`config.mk`:
```
export PLATFORM = sky130hd
export DESIGN_NAME = serial_rx_core_flat
export DESIGN_NICKNAME = d
export VERILOG_FILES = /design/src/rtl/serial_rx_core_if.sv /design/src/rtl/serial_rx_core.sv /design/src/flat_wrapper.sv
export SDC_FILE = /design/constraint.sdc
export NUM_CORES = 1
export LEC_CHECK = 0
export CAP_MARGIN = 30
export CORE_ASPECT_RATIO = 0.9
export CORE_UTILIZATION = 35
export DETAILED_ROUTE_END_ITERATION = 12
export MAX_ROUTING_LAYER = met4
export PLACE_DENSITY = 0.64
export SLEW_MARGIN = 20
export SYNTH_ARGS = -nofsm -noshare
export SYNTH_HDL_FRONTEND = slang
export SYNTH_SLANG_ARGS = --single-unit
```
`constraint.sdc`:
```
create_clock -name sys_clk -period 2.2 [get_ports sys_clk]
set_input_delay 0.55 -clock sys_clk [delete_from_list [all_inputs] [get_ports sys_clk]]
set_output_delay 0.55 -clock sys_clk [all_outputs]
set_load 0.005 [all_outputs]
```
`src/rtl/serial_rx_core_if.sv`:
```
// rtl/serial_rx_core_if.sv - byte read port between the RX FIFO head and its consumer
interface serial_rx_core_if;
  logic [7:0] data;
  logic       valid;
  logic       ready;

  modport master (output data, output valid, input ready);
  modport slave  (input data, input valid, output ready);
endinterface

```
`src/rtl/serial_rx_core.sv`:
```
// rtl/serial_rx_core.sv - 8N1 UART receiver with mid-bit majority voting and FWFT byte FIFO
module serial_rx_core #(
  parameter int CLKS_PER_BIT = 139,
  parameter int FIFO_DEPTH   = 8
) (
  input  logic                               sys_clk,
  input  logic                               sys_rst_n,
  input  logic                               rx,
  serial_rx_core_if.master                   rd,
  output logic                               frame_err,
  output logic                               break_det,
  output logic                               overrun,
  output logic [$clog2(FIFO_DEPTH+1)-1:0]    level
);

  localparam int CW  = $clog2(CLKS_PER_BIT);
  localparam int MID = CLKS_PER_BIT / 2;
  localparam int PW  = $clog2(FIFO_DEPTH);
  localparam int LW  = $clog2(FIFO_DEPTH + 1);

  localparam logic [CW-1:0] TAP0 = CW'(MID - 1);
  localparam logic [CW-1:0] TAP1 = CW'(MID);
  localparam logic [CW-1:0] TAP2 = CW'(MID + 1);
  localparam logic [CW-1:0] LAST = CW'(CLKS_PER_BIT - 1);
  localparam logic [LW-1:0] FULL_LEVEL = LW'(FIFO_DEPTH);

  typedef enum logic [2:0] {
    S_IDLE,
    S_START,
    S_DATA,
    S_STOP,
    S_WAIT_HIGH
  } state_t;

  logic          rx_meta;
  logic          rxs;
  state_t        state_q, state_d;
  logic [CW-1:0] cnt_q, cnt_d;
  logic [2:0]    idx_q, idx_d;
  logic [7:0]    sh_q, sh_d;
  logic          t0_q, t0_d;
  logic          t1_q, t1_d;
  logic          push_q, push_d;
  logic          ferr_q, ferr_d;
  logic          brk_q, brk_d;
  logic          maj;
  logic          in_frame;
  logic          resolve;

  logic [7:0]    mem [FIFO_DEPTH];
  logic [PW-1:0] wr_ptr;
  logic [PW-1:0] rd_ptr;
  logic          full;
  logic          pop;
  logic          wr_en;

  // Two-flop synchronizer; idle-high reset value so reset never looks like a start bit
  always_ff @(posedge sys_clk or negedge sys_rst_n) begin
    if (!sys_rst_n) begin
      rx_meta <= 1'b1;
      rxs     <= 1'b1;
    end else begin
      rx_meta <= rx;
      rxs     <= rx_meta;
    end
  end

  assign maj      = (t0_q & t1_q) | (t0_q & rxs) | (t1_q & rxs);
  assign in_frame = (state_q == S_START) || (state_q == S_DATA) || (state_q == S_STOP);
  assign resolve  = in_frame && (cnt_q == TAP2);

  // Frame FSM next-state: bit timing, tap capture, majority resolution at the third tap
  always_comb begin
    state_d = state_q;
    cnt_d   = cnt_q;
    idx_d   = idx_q;
    sh_d    = sh_q;
    t0_d    = t0_q;
    t1_d    = t1_q;
    push_d  = 1'b0;
    ferr_d  = 1'b0;
    brk_d   = 1'b0;

    if (in_frame) begin
      cnt_d = (cnt_q == LAST) ? '0 : cnt_q + 1'b1;
      if (cnt_q == TAP0) t0_d = rxs;
      if (cnt_q == TAP1) t1_d = rxs;
    end

    case (state_q)
      S_IDLE: begin
        cnt_d = '0;
        if (!rxs) state_d = S_START;
      end
      S_START: begin
        if (resolve) begin
          if (maj) begin
            state_d = S_IDLE;
          end else begin
            state_d = S_DATA;
            idx_d   = 3'd0;
          end
        end
      end
      S_DATA: begin
        if (resolve) begin
          sh_d = {maj, sh_q[7:1]};
          if (idx_q == 3'd7) state_d = S_STOP;
          else               idx_d   = idx_q + 3'd1;
        end
      end
      S_STOP: begin
        // Leave at mid-stop so a back-to-back start edge is caught on time
        if (resolve) begin
          if (maj) begin
            push_d  = 1'b1;
            state_d = S_IDLE;
          end else begin
            ferr_d  = 1'b1;
            brk_d   = (sh_q == 8'h00);
            state_d = S_WAIT_HIGH;
          end
        end
      end
      S_WAIT_HIGH: begin
        cnt_d = '0;
        if (rxs) state_d = S_IDLE;
      end
      default: state_d = S_IDLE;
    endcase
  end

  // Frame FSM state register
  always_ff @(posedge sys_clk or negedge sys_rst_n) begin
    if (!sys_rst_n) begin
      state_q <= S_IDLE;
      cnt_q   <= '0;
      idx_q   <= 3'd0;
      sh_q    <= 8'h00;
      t0_q    <= 1'b1;
      t1_q    <= 1'b1;
      push_q  <= 1'b0;
      ferr_q  <= 1'b0;
      brk_q   <= 1'b0;
    end else begin
      state_q <= state_d;
      cnt_q   <= cnt_d;
      idx_q   <= idx_d;
      sh_q    <= sh_d;
      t0_q    <= t0_d;
      t1_q    <= t1_d;
      push_q  <= push_d;
      ferr_q  <= ferr_d;
      brk_q   <= brk_d;
    end
  end

  // A full FIFO still accepts the byte when the consumer frees a slot on the same edge
  assign full  = (level == FULL_LEVEL);
  assign pop   = rd.valid && rd.ready;
  assign wr_en = push_q && (!full || pop);

  // Byte storage; shift register is stable for the cycle after the stop decision
  always_ff @(posedge sys_clk) begin
    if (wr_en) mem[wr_ptr] <= sh_q;
  end

  // FIFO pointers, occupancy and the registered status pulses
  always_ff @(posedge sys_clk or negedge sys_rst_n) begin
    if (!sys_rst_n) begin
      wr_ptr    <= '0;
      rd_ptr    <= '0;
      level     <= '0;
      frame_err <= 1'b0;
      break_det <= 1'b0;
      overrun   <= 1'b0;
    end else begin
      if (wr_en) wr_ptr <= wr_ptr + 1'b1;
      if (pop)   rd_ptr <= rd_ptr + 1'b1;
      case ({wr_en, pop})
        2'b10:   level <= level + 1'b1;
        2'b01:   level <= level - 1'b1;
        default: level <= level;
      endcase
      frame_err <= ferr_q;
      break_det <= brk_q;
      overrun   <= push_q && full && !pop;
    end
  end

  assign rd.valid = (level != '0);
  assign rd.data  = rd.valid ? mem[rd_ptr] : 8'h00;

endmodule
```
`src/flat_wrapper.sv`:
```
// flat-port wrapper written by rule: the top's interface ports become plain ports
module serial_rx_core_flat 
#(
  parameter int CLKS_PER_BIT = 139,
  parameter int FIFO_DEPTH   = 8
)
  (sys_clk, sys_rst_n, rx, frame_err, break_det, overrun, level, rd_data, rd_valid, rd_ready);
  serial_rx_core_if rd_i ();
  input  logic sys_clk;
  input  logic sys_rst_n;
  input  logic rx;
  output logic frame_err;
  output logic break_det;
  output logic overrun;
  output logic [$clog2(FIFO_DEPTH+1)-1:0] level;
  output wire logic [$bits(rd_i.data)-1:0] rd_data;
  output wire logic [$bits(rd_i.valid)-1:0] rd_valid;
  input wire logic [$bits(rd_i.ready)-1:0] rd_ready;
  assign rd_data = rd_i.data;
  assign rd_valid = rd_i.valid;
  assign rd_i.ready = rd_ready;
  serial_rx_core #(.CLKS_PER_BIT(CLKS_PER_BIT), .FIFO_DEPTH(FIFO_DEPTH)) u_core (.sys_clk(sys_clk), .sys_rst_n(sys_rst_n), .rx(rx), .rd(rd_i), .frame_err(frame_err), .break_det(break_det), .overrun(overrun), .level(level));
endmodule
```
==> impl_metrics.ini <==
[global_route]
antenna_found_initial = 0
grt_pass1_vias = 2529
grt_max_degree = 43
grtUsageTotal_pct = 13.8
grt_pass1_wl_um = 13200
globalRouteOverflowTotal = 0

[clocking]
tritoncts = built
clkSinkCount = 106
cts_max_level = 3
cts_hold_buf = 0
clkLatencyLatePin_ps = 350
cts_buffers = 9
clock-root-buffer = clkbuf_16
cts_buffer_depth = 2
clkTransAtPathRegs_ps = 80

[layout]
fin_util_pct = 43.7
synthToLayoutAreaGrowth_pct = 21.9
stdcell_count = 518
antenna_cells = 0
multiInputGateArea_sq_um = 1500
drive_gt1_share_pct = 32.5
finalNetCount = 362
seqCellArea_sq_um = 2980
fillerInstances = 1148

[synth]
synth_cell_types = 55
syn_inst = 294
ys_warn_count = 0
syn_area_sq_um = 4550
ys_seq_area_share_pct = 65.4
synth_edf_count = 64
async_flop_share_pct = 39.6
synth_flop_cell = edfxtp_1
syn-num-nets = 307
syn_area_per_cell_sq_um = 15.5
ys_seq_elements = 106

[die]
die_y_um = 110
initial_utilization_pct = 35.9
die_width_um = 122
coreArea_sq_um = 12700
io_pins = 20
core.rowCount = 39
die-area_sq_um = 13500

[place]
portBuffers = 19
post-place-ws_ps = -115
placedCellCount = 492
dp_hpwl_um = 5310
place_congestion = 0.775

[setup_path]
regToRegSetupSlack_ps = 170
crit_arrival_ps = 1880
critPathSlowestCell = mux4_2
critPathCapture = rd_data[3]
path_cells = clkbuf_16 > buf_6 > mux4_2 > mux2i_1 > nor2_1 > buf_2
cp-end-kind = primary output
slowest_delay_ps = 480
reg2reg_from = u_core.level[1]
critPathKind = register to primary output
worstPathMaxFanout = 4
rr_worst_depth = 8
regToRegEndpoint = u_core.level[1]
setup.worst_path.start_class = register
crit_cells = 6
critPathTopFamily = multiplexers
worst_ep_required_time_ps = 1650
startpoint = u_core.rd_ptr[0]
critPathBufInv = 3

[timing]
clock.fmax_ghz = 0.412
final_hold_viol_count = 0
setup_violations = 8
tightest_slew_ps = 535
setup_ws_ps = -230
fin_skew_ps = 14.8
rsz0062_at_grt = yes
post-route-period-util_pct = 110
relSlewSlack_pct = 64.3
min_period_ps = 2430
slew_viol_final = 0

[routing]
vias_per_cell = 4.87
wl_um = 8150
drc = 0
vias = 2521
antenna_left = 0
firstDrtPassIters = 4
drt_iter0_drc = 212
wl_per_cell_um = 15.7

[power]
p_per_area_nw_per_um2 = 925
ir_drop_mv = 0.421
p_leak_nw = 2.37

[status]
violations = negative setup slack
outcome = finished with violations

[min_path]
holdCritPathClass = primary input to asynchronous set/reset pin

[run]
cap_violations = 0
where the power goes:
| part | switching, mW | total, mW | internal [mW] |
|---|---|---|---|
| sequential | 0.0653 | 2.22 | 2.16 |
| clock | 0.773 | 1.59 | 0.812 |
| combinational | 0.541 | 1.33 | 0.788 |
synthesized netlist by cell type, types with 2 or more instances:
| library cell | instances | share of area, % |
|---|---|---|
| a22o_2 | 2 | 0.44 |
| edfxtp_1 | 64 | 42 |
| a211oi_1 | 2 | 0.33 |
| buf_4 | 2 | 0.33 |
| nor3_1 | 7 | 0.77 |
| xor2_1 | 6 | 1.2 |
| mux2i_1 | 10 | 2.2 |
| buf_2 | 5 | 0.55 |
| nor2_1 | 26 | 2.1 |
| nand2_1 | 10 | 0.82 |
| nand4_1 | 2 | 0.27 |
| ha_1 | 9 | 2.5 |
| nor3b_4 | 2 | 0.82 |
| dfstp_2 | 4 | 2.3 |
| o21ai_0 | 5 | 0.55 |
| dfrtp_1 | 38 | 21 |
| nand2b_1 | 3 | 0.41 |
| mux2_2 | 13 | 3.2 |
| a21oi_1 | 6 | 0.66 |
| xnor2_1 | 4 | 0.77 |
| nor4_1 | 3 | 0.41 |
| nand3_1 | 7 | 0.77 |
| buf_1 | 2 | 0.16 |
| inv_1 | 7 | 0.58 |
| a31oi_1 | 3 | 0.41 |
| nor2b_1 | 4 | 0.55 |
| clkbuf_1 | 3 | 0.25 |
| mux4_2 | 16 | 7.9 |
| and3_1 | 3 | 0.41 |
metrics by stage:
step / hold WS (ps) / total power [mW] / TNS (ps) / cell area [sq um]
after floorplan: 254 / 2.85 / 0 / 4560
after global placement: 340 / 3.30 / -785 / 5130
after detailed placement: 335 / 3.32 / -1210 / 5130
after CTS: 278 / 5.20 / -2040 / 5530
after global routing: 305 / 5.37 / -2330 / 5550
final: 260 / 5.13 / -1710 / 5550
registers in the layout (all words and copies together), names as in the netlist, 3 cells and up:
register        count
u_core.level        4
u_core.rd_ptr       3
u_core.idx_q        3
u_core.sh_q         8
u_core.wr_ptr       3
u_core.state_q      3
u_core.mem         64
u_core.cnt_q        8
area by class of cell:
type | count | area share (%)
multi-input cells | 167 | 27.0
inverters | 7 | 0.474
repair buffers | 58 | 9.72
clock buffers | 9 | 4.06
flip-flops and latches | 106 | 53.7
clock inverters | 7 | 1.38
well taps | 164 | 3.70
kinds of logic after synthesis:
family	after synthesis	share of synthesized area [%]
compound gates	30	4.65
xor+xnor	10	1.92
fa+ha+maj	10	2.69
buf+inv	21	2.23
flops	106	65.4
mux	39	13.3
simple gates	78	9.76
layout by cell type, fill, tap and decap left out, types with 3 or more instances in the layout:
| cell type | count |
|---|---|
| a21oi_1 | 6 |
| a31oi_1 | 3 |
| and3_1 | 3 |
| buf_12 | 5 |
| buf_2 | 9 |
| buf_4 | 28 |
| buf_6 | 4 |
| clkbuf_16 | 10 |
| clkdlybuf4s50_1 | 9 |
| dfrtp_1 | 36 |
| dfstp_2 | 4 |
| edfxtp_1 | 64 |
| ha_1 | 9 |
| inv_1 | 7 |
| inv_8 | 3 |
| mux2_2 | 13 |
| mux2i_1 | 10 |
| mux4_2 | 16 |
| nand2_1 | 10 |
| nand2b_1 | 3 |
| nand3_1 | 7 |
| nor2_1 | 25 |
| nor2b_1 | 4 |
| nor3_1 | 5 |
| nor4_1 | 3 |
| o21ai_0 | 5 |
| xnor2_1 | 4 |
| xor2_1 | 6 |
what timing repair did:
item / in CTS / in global routing
setup buffers: 9 / 0
gates resized for setup: 40 / 4
pin swaps: 3 / 3
hold endpoints to repair: 0 / 0
gates cloned: 1 / 0
endpoints found under the setup margin: 9 / 9
layer usage:
layer / share of wire [%] / vias up / GRT usage (%)
li1: - / 1224 / -
met1: 46 / 1250 / 17.0
met2: 49 / 38 / 22.4
met3: 3.9 / 9 / 3.50
met4: 1.1 / 0 / 4.18
met5: 0 / - / -
how the worst min path moves through the flow:
stage                             to  slack, ps  depth (start not counted)
global route         u_core.cnt_q[2]        300                          2
detailed placement  u_core.break_det        330                          0
floorplan           u_core.break_det        250                          0
CTS                  u_core.cnt_q[1]        280                          2
global placement    u_core.break_det        340                          0
finish               u_core.idx_q[1]        260                          2
Power figures use the tool's default switching activity.
==> RTL change (same flow settings) <==
Put one more register stage on the output `level`, cleared by the reset. The value now appears one clock later. The other outputs are not delayed to match.
--- a/src/rtl/serial_rx_core.sv
+++ b/src/rtl/serial_rx_core.sv
@@ -32,6 +32,8 @@
     S_WAIT_HIGH
   } state_t;
 
+  logic [$clog2(FIFO_DEPTH+1)-1:0] level_s0;
+
   logic          rx_meta;
   logic          rxs;
   state_t        state_q, state_d;
@@ -156,7 +158,7 @@
   end
 
   // A full FIFO still accepts the byte when the consumer frees a slot on the same edge
-  assign full  = (level == FULL_LEVEL);
+  assign full  = (level_s0 == FULL_LEVEL);
   assign pop   = rd.valid && rd.ready;
   assign wr_en = push_q && (!full || pop);
 
@@ -170,7 +172,7 @@
     if (!sys_rst_n) begin
       wr_ptr    <= '0;
       rd_ptr    <= '0;
-      level     <= '0;
+      level_s0  <= '0;
       frame_err <= 1'b0;
       break_det <= 1'b0;
       overrun   <= 1'b0;
@@ -178,9 +180,9 @@
       if (wr_en) wr_ptr <= wr_ptr + 1'b1;
       if (pop)   rd_ptr <= rd_ptr + 1'b1;
       case ({wr_en, pop})
-        2'b10:   level <= level + 1'b1;
-        2'b01:   level <= level - 1'b1;
-        default: level <= level;
+        2'b10:   level_s0 <= level_s0 + 1'b1;
+        2'b01:   level_s0 <= level_s0 - 1'b1;
+        default: level_s0 <= level_s0;
       endcase
       frame_err <= ferr_q;
       break_det <= brk_q;
@@ -188,7 +190,15 @@
     end
   end
 
-  assign rd.valid = (level != '0);
+  assign rd.valid = (level_s0 != '0);
   assign rd.data  = rd.valid ? mem[rd_ptr] : 8'h00;
 
+  always_ff @(posedge sys_clk or negedge sys_rst_n) begin
+    if (!sys_rst_n) begin
+      level <= '0;
+    end else begin
+      level <= level_s0;
+    end
+  end
+
 endmodule
Behaviour: no difference found for any inputs over 10 cycles, from zero or initial values and one cycle with sys_rst_n low; that may be too few to reach the edited logic, so the function may still have changed.
==> RTL change against the unedited design <==
The run still ends with setup timing left; worst setup slack gained 0.050 ns; cell area grew 2.3%; combinational power is essentially flat; final cell count grew 1.4%; routed wire length grew 7.1%; register-to-register slack lost 0.03 ns; die area grew 2.9%; area after synthesis grew 2.9%; power grew 4.1%; sequential cell count grew 4; largest cell class unchanged.
==> RTL change: results (changes against the unedited design) <==
grt:
  use_met1_pct: 17.9  # +0.85 points
  grtUsageTotal_pct: 14.4  # +0.65 points
  grt_pass1_wl_um: 14300  # +8.2%
  grt_pass1_vias: 2733  # +8.1%
  grt_max_degree: 26  # -40%
critical_path:
  rrSetupSlack_ns: 0.14  # -0.03 ns
  critPathMaxFanout: 3  # -1
  reg2reg_from: "u_core.level_s0[2]"
  crit_path_max_incr_delay_ns: 0.50  # +0.02 ns
  critPathArrivalTime_ns: 1.83  # -0.05 ns
  r2r-end: "u_core.level_s0[1]"
  crit_path_end: "rd_data[7]"
synthesis:
  yosys.area_share.adder_pct: 2.62  # -0.076 points
  synth.area.mux_share_pct: 13.0  # -0.35 points
  synth_seq_cells: 110  # +3.8%
  syn_nets: 315  # +2.6%
  synth.yosys.seq_area_share_pct: 65.7  # +0.28 points
  post_synth_num_cell_types: 56  # +1.8%
  synth_area_leaders: "edfxtp_1 (41%), dfrtp_1 (22%), mux4_2 (7.7%)"
  synth_commonest_cells: "edfxtp_1 (64), dfrtp_1 (42), nor2_1 (22), mux4_2 (16), mux2_1 (12)"
  synth_compound_area_share_pct: 5.80  # +1.2 points
route:
  met3_length_um: 339  # +7.6%
  viasPerCell: 5.08  # +4.3%
  wl_met2_um: 4250  # +5.7%
  wl_met1_um: 3980  # +6.9%
power_and_ir_drop:
  clock_power_share_pct: 31.4  # +0.5 points
  p_int_mw: 3.94  # +4.8%
  leakage_nw: 2.43  # +2.6%
place:
  dpl.hpwl_um: 5700  # +7.2%
  place_congestion: 0.820  # +5.8%
final_layout:
  finalNetCount: 369  # +1.9%
  num-fill-cells: 1144  # -0.35%
  drive_above_1_share_pct: 26.9  # -5.6 points
timing:
  finalSetupViolations: 8  # unchanged
  skew_ns: 0.0121  # -0.00275 ns
  setup_ws_ns: -0.180  # +0.0504 ns
status:
  status: "finished with violations"
  violations: "setup timing"
[RTL change: repair_timing]
item                       4_1_cts  5_1_grt
pin swaps                        6        5
gates cloned                     1        0
hold buffers                     0        0
resized for setup               41        2
setup endpoints to repair        9        9
setup buffers                   10        1
[RTL change: metrics by stage]
stage               power, mW  hold WS [ns]  setup TNS [ns]  instances  cell area (sq um)
detailed placement       3.41         0.340          -0.834        498               5240
finish                   5.35         0.176           -1.22        525               5680
global route             5.58         0.201           -1.89        525               5680
floorplan                2.99         0.254               0        302               4680
CTS                      5.44         0.180           -1.65        525               5680
global placement         3.40         0.339          -0.632        498               5240
[RTL change: final cells by class]
| class | instances | area [sq um] | area share (%) |
|---|---|---|---|
| timing repair buffer | 57 | 539 | 9.50 |
| multi-input combinational | 167 | 1500 | 26.4 |
| inverter | 11 | 41.3 | 0.727 |
| sequential | 110 | 3080 | 54.2 |
| clock buffer | 9 | 225 | 3.97 |
| tap | 164 | 205 | 3.61 |
| clock inverter | 7 | 87.6 | 1.54 |
